===== src/rtl/det_event_logger.sv =====
// det_event_logger: counts and timestamps detector pulses into a small show-ahead FIFO with overflow flag
module det_event_logger #(
    parameter int TS_W  = 8,
    parameter int DEPTH = 4,
    parameter int CNT_W = 8
) (
    input  logic                       clk,
    input  logic                       rst,
    input  logic                       det,
    input  logic                       clr,
    input  logic                       rd_en,
    output logic [TS_W-1:0]            rd_data,
    output logic                       rd_valid,
    output logic                       full,
    output logic [$clog2(DEPTH):0]     level,
    output logic [CNT_W-1:0]           hit_cnt,
    output logic                       ovf
);
    localparam int AW = $clog2(DEPTH);
    localparam int LW = AW + 1;

    logic [TS_W-1:0]  ts_q, ts_d;
    logic [TS_W-1:0]  mem_q [DEPTH];
    logic [TS_W-1:0]  mem_d [DEPTH];
    logic [AW-1:0]    wp_q, wp_d, rp_q, rp_d;
    logic [LW-1:0]    level_q, level_d;
    logic [CNT_W-1:0] hit_q, hit_d;
    logic             ovf_q, ovf_d;
    logic             pop, push, drop;

    assign rd_valid = level_q != '0;
    assign full     = level_q == LW'(DEPTH);
    assign level    = level_q;
    assign hit_cnt  = hit_q;
    assign ovf      = ovf_q;
    assign rd_data  = rd_valid ? mem_q[rp_q] : '0;

    // A full FIFO still accepts a detection when the head is popped on the same edge.
    always_comb begin
        pop     = rd_en & rd_valid & ~clr;
        push    = det & ~clr & (~full | pop);
        drop    = det & ~clr & full & ~pop;
        ts_d    = ts_q + TS_W'(1);
        wp_d    = clr ? '0 : push ? wp_q + AW'(1) : wp_q;
        rp_d    = clr ? '0 : pop ? rp_q + AW'(1) : rp_q;
        level_d = clr ? '0 : level_q + LW'(push) - LW'(pop);
        hit_d   = clr ? '0 : (det && hit_q != '1) ? hit_q + CNT_W'(1) : hit_q;
        ovf_d   = ~clr & (ovf_q | drop);
        mem_d   = mem_q;
        if (push) mem_d[wp_q] = ts_q;
    end

    always_ff @(posedge clk) begin
        if (rst) begin
            ts_q    <= '0;
            mem_q   <= '{default: '0};
            wp_q    <= '0;
            rp_q    <= '0;
            level_q <= '0;
            hit_q   <= '0;
            ovf_q   <= 1'b0;
        end else begin
            ts_q    <= ts_d;
            mem_q   <= mem_d;
            wp_q    <= wp_d;
            rp_q    <= rp_d;
            level_q <= level_d;
            hit_q   <= hit_d;
            ovf_q   <= ovf_d;
        end
    end
endmodule


===== config.mk =====
export PLATFORM = sky130hd
export DESIGN_NAME = det_event_logger
export DESIGN_NICKNAME = d
export VERILOG_FILES = /design/src/rtl/det_event_logger.sv
export SDC_FILE = /design/constraint.sdc
export NUM_CORES = 1
export LEC_CHECK = 0
export BUFFER_PORTS_ARGS = -buffer_cell sky130_fd_sc_hd__buf_4
export CORE_MARGIN = 3
export CORE_UTILIZATION = 41
export DETAILED_ROUTE_END_ITERATION = 8
export HOLD_SLACK_MARGIN = 0.06
export PLACE_DENSITY_LB_ADDON = 0.15
export SETUP_SLACK_MARGIN = 0.5
export SYNTH_ARGS = -nofsm -noshare
export SYNTH_HDL_FRONTEND = slang
export SYNTH_SLANG_ARGS = --single-unit

===== constraint.sdc =====
create_clock -name clk -period 3.2 [get_ports clk]
set_input_delay 0.32 -clock clk [delete_from_list [all_inputs] [get_ports clk]]
set_output_delay 0.32 -clock clk [all_outputs]
set_load 0.02 [all_outputs]

# Word-level counts from Yosys, hierarchy flattened
# Index checks and enable logic that the tools add are counted.
[op_classes] bitwise_logic=14 magnitude_cmp=3 n_mux=7 n_addsub=6 eq_ne=2 n_reduce_logical=4
[op_table] op="$bwmux W32" count=1
[op_table] op="$mux W8" count=4
[op_table] op="$add A8 B1 Y8 const B" count=2
[op_table] op="$bmux W8 S2" count=1
[op_table] op="$demux W8 S2" count=1
[op_table] op="$ne A8 B8 Y1 const B" count=1
[op_table] op="$and A1 B1 Y1" count=7
[op_table] op="$ge A3 B3 Y1 const B" count=2
[op_table] op="$not A2 Y3" count=2
[op_table] op="$add A2 B1 Y2 const B" count=2
[op_table] op="$add A3 B1 Y3" count=1
[op_table] op="$eq A3 B3 Y1 const B" count=1
[op_table] op="$lt A3 B1 Y1 const B" count=1
[op_table] op="$not A1 Y1" count=3
[op_table] op="$reduce_bool A3 Y1" count=1
[op_table] op="$sub A3 B1 Y3" count=1
[op_table] op="$logic_and A1 B1 Y1" count=2
[op_table] op="$or A1 B1 Y1" count=2
[op_table] op="$reduce_or A2 Y1" count=1
[word_totals] wordCells=46 inputBits=5 register_bits=56 out_inout_bits=22

# Logic depth before layout (Yosys ltp)
[logic_depth] word_depth=7 ltp_mapped=11 depth_no_buf=9

# Least setup slack after synthesis
# No wires, ideal clock.
[synth_path] path_type="flip-flop to flip-flop" start="register level_q[1] (netlist: level[1])" end="register level_q[2] (netlist: level[2])" n_path_buf=2 setup_slack_ps=807 t_required_ps=3072 stages_incl_launch_ff=12 arrival_time_ps=2265 setup_ps=128 synth_period_minus_slack_ps=2393 path_cell_list="dfxtp_1 -> buf_6 -> or4b_4 -> buf_6 -> nand2_1 -> ha_1 -> inv_1 -> ha_1 -> fa_1 -> xnor2_1 -> xnor2_1 -> nor2_1"
[synth_via] elab_chain_cells=7 word_cells_on_any_way=9 classes_between="add/sub: 2; eq/ne: 1; bitwise: 5; reduce/logical: 1"
[synth_lines] element="start: declaration" line_no="26" text="logic [LW-1:0] level_q, level_d;"
[synth_lines] element="start signal: assignment" line_no="67" text="level_q <= level_d;"
[synth_lines] element="$reduce_bool A3 Y1" line_no="31" text="assign rd_valid = level_q != '0;"
[synth_lines] element="$and A1 B1 Y1 (2 in series)" line_no="40" text="pop = rd_en & rd_valid & ~clr;"
[synth_lines] element="$or A1 B1 Y1" line_no="41" text="push = det & ~clr & (~full | pop);"
[synth_lines] element="$and A1 B1 Y1" line_no="41"
[synth_lines] element="$add A3 B1 Y3" line_no="46" text="level_d = clr ? '0 : level_q + LW'(push) - LW'(pop);"
[synth_lines] element="$sub A3 B1 Y3 *" line_no="46"
# Mark *: on every way between the ends. The rest lies on a longest branch, timed or not.
# A chain may end at the register's enable or synchronous reset.

# Worst setup path in the final report
# Same ends and word-level chain as after synthesis.

==> impl_metrics.toml <==
[drt]
ant_nets = 0
via_per_inst = 5.195
first_iter_violations = 75
wl_per_cell_um = 14.53
drc_errors = 0
vias = 1891
drt_pass1_iterations = 4
totalWireLength_mm = 5.290

[critical_path]
max_stage_delay_ns = 0.64
timing.reg2reg.setup_slack_ns = 0.86
cp-end-kind = "flop"
path_cells = "or4b_4 > nand2_1 > ha_1 > inv_1 > ha_1 > fa_1 > xnor2_1 > xnor2_1 > nor2_1"
reg2reg_depth = 9
required_ns = 3.40
crit_path_start_kind = "flop"
cp.arrival_ns = 2.53
crit_fanout = 9
r2r_start = "level[1]"
slowest_stage = "or4b_4"
cp_num_buf_inv = 1
r2r-end = "level[2]"
critPathTopFamily = "simple AND/OR/NAND/NOR gates"
crit_type = "flop to flop"

[synthesis]
ys_seq_area_share_pct = 41.35
synth_area_um2 = 2711
synthArstFlopShare_pct = 0
ys_seq_elements = 56
synth_top_cell_area_share_pct = 41.35
ys_warn_count = 0
synth_commonest_cells = "dfxtp_1, nand2b_1, mux2i_1"
syn-instance-count = 265
synth_largest_area_cell = "dfxtp_1"
yosysUniqueCellTypes = 39
postSynthAreaPerCell_um2 = 10.23
synth.most_common_cell = "dfxtp_1"
syn_nets = 279
synthFlopType = "dfxtp_1"
synth_edf_count = 0
netlist_top_cells_area = "dfxtp_1, mux2i_1, nand2b_1"

[flow_run]
drv_cap = 0

[global_routing]
grt_pass1_vias = 1813
grt_max_degree = 52
grt_pass1_wl_mm = 9.018
track_usage_pct = 15.04
antenna_found_initial = 0
overflow = 0

[power]
p_leak_nw = 1.255
power.internal_w = 0.0009728
p_switching_w = 0.0002745
power_density_nw_per_um2 = 409.4
ir_worst_vdd_v = 0.0002305
power_w = 0.001247
swShare_pct = 22.00
pwr-share-comb_pct = 6.2
seqPwrFrac_pct = 57.3
clkPwrFrac_pct = 36.5

[floorplanning]
die_area_um2 = 7625
rows = 29
die_h_um = 87.32
num_io_pins = 27
coreArea_um2 = 6386
start_util_pct = 42.46
die-width_um = 87.32

[cts]
cts_tree = "done"
path_clk_slew_ns = 0.09
cts_buffers = 5
cts_buffer_depth = 2
ctsRootBufferMaster = "clkbuf_8"
hold_buffers = 0
htree_levels = 2
post_cts.repair.setup_buffers = 0
clk_latency_ns = 0.30
cts_num_sinks = 56
cts_resized = 0

[final_layout]
area_growth_syn_to_layout_pct = 12.37
num_antenna_cells = 0
drive_above_1_share_pct = 17.07
nNetsFinal = 300
final_util_pct = 47.71

[timing]
hold_viol = 0
setup_violations = 0
skew_ns = 0.004881
period_needed_ns = 2.335
whs_ns = 0.3253
maxSlewViolCount = 0
slew-limit-headroom_pct = 57.89
setup-tns-final_ns = 0
post-route-period-util_pct = 72.97
worst_pin_slew_ns = 0.6308
rsz0062_at_grt = "no"
max_freq_mhz = 428.2

[placed_design]
io_buffers = 26
gp_congestion = 0.7792
hpwl_mm = 3.560

[status]
status = "finished clean"

[worst_hold_path]
holdPathStages = 3
hp-start = "det"
hold_class = "input port to flop"
worstHoldEndpoint = "ovf"
## cells in the final DEF (no fill, tap or decap), types with 2 or more instances in the layout
cell type  count
a21oi_1        8
a31oi_1        5
and2_1         2
and3_1         3
and4_1         3
buf_4         28
clkbuf_8       5
dfxtp_1       56
ha_1           8
inv_1          6
mux2i_1       34
mux4_2         8
nand2_1       10
nand2b_1      41
nand3_1        7
nand3_2        3
nand4_1        2
nor2_1        10
nor2b_1       11
nor3_1         4
o21ai_0        6
or3_1          4
xnor2_1        3
xor2_1         4
## how the worst max path moves through the flow
stage / startpoint / end / slack [ns] / cells after the start
floorplan: level[1] / level[2] / 0.81 / 11
global placement: level[1] / level[2] / 0.92 / 9
detailed placement: level[1] / level[2] / 0.88 / 9
CTS: level[1] / level[2] / 0.86 / 9
global route: level[2] / level[2] / 0.73 / 9
finish: level[1] / level[2] / 0.86 / 9
## registers in the layout, indices dropped and copies added (netlist names)
| signal | flops |
|---|---|
| ovf | 1 |
| level | 3 |
| hit_cnt | 8 |
| wp_q | 2 |
| rp_q | 2 |
| mem_q | 32 |
| ts_q | 8 |
## per-layer routing
layer | vias to the layer above | part of all wire [%] | track usage (%)
li1 | 967 | - | -
met1 | 891 | 50 | 20.25
met2 | 28 | 46 | 24.04
met3 | 5 | 3.4 | 4.163
met4 | 0 | 0.98 | 3.347
met5 | - | 0 | 0
## worst min-delay path, delay by kind of cell
kind	cells	cell delay, ns
buf+inv	1	0.13
simple gates	1	0.08
compound gates	1	0.07
## power groups by stage
stage	combinational, W	clock (W)	sequential [W]
6_report	0.0000778	0.000455	0.000714
5_1_grt	0.0000868	0.000503	0.000716
4_1_cts	0.0000793	0.000472	0.000714
3_5_place_dp	0.0000788	0	0.000730
3_3_place_gp	0.0000789	0	0.000730
2_1_floorplan	0.0000556	0	0.000729
## area by class of cell
type	count	area (um^2)
fillers	613	3339
multi-input cells	189	1489
flip-flops and latches	56	1121
repair buffers	28	210.2
well taps	77	96.34
clock buffers	6	72.57
clock inverters	2	35.03
inverters	6	22.52
## cells by family (layout without fill, tap and decap cells)
logic type | after synthesis | in the layout | synth area share [%]
buffers and inverters | 20 | 42 | 3.738
and+or+nand+nor | 106 | 106 | 23.54
xor gates and xnor gates | 7 | 7 | 2.261
DFF | 56 | 56 | 41.35
muxes | 42 | 42 | 19.20
adders and majority gates | 9 | 9 | 4.430
AOI/OAI and AO/OA | 25 | 25 | 5.492
## metrics by stage
step / cells / instance area, um^2 / setup WS [ns]
5_1_grt: 364 / 3047 / 0.7272
6_report: 364 / 3047 / 0.8648
2_1_floorplan: 265 / 2711 / 0.8074
4_1_cts: 364 / 3047 / 0.8604
3_3_place_gp: 356 / 2939 / 0.9177
3_5_place_dp: 356 / 2939 / 0.8778
(Power assumes the default switching activity.)
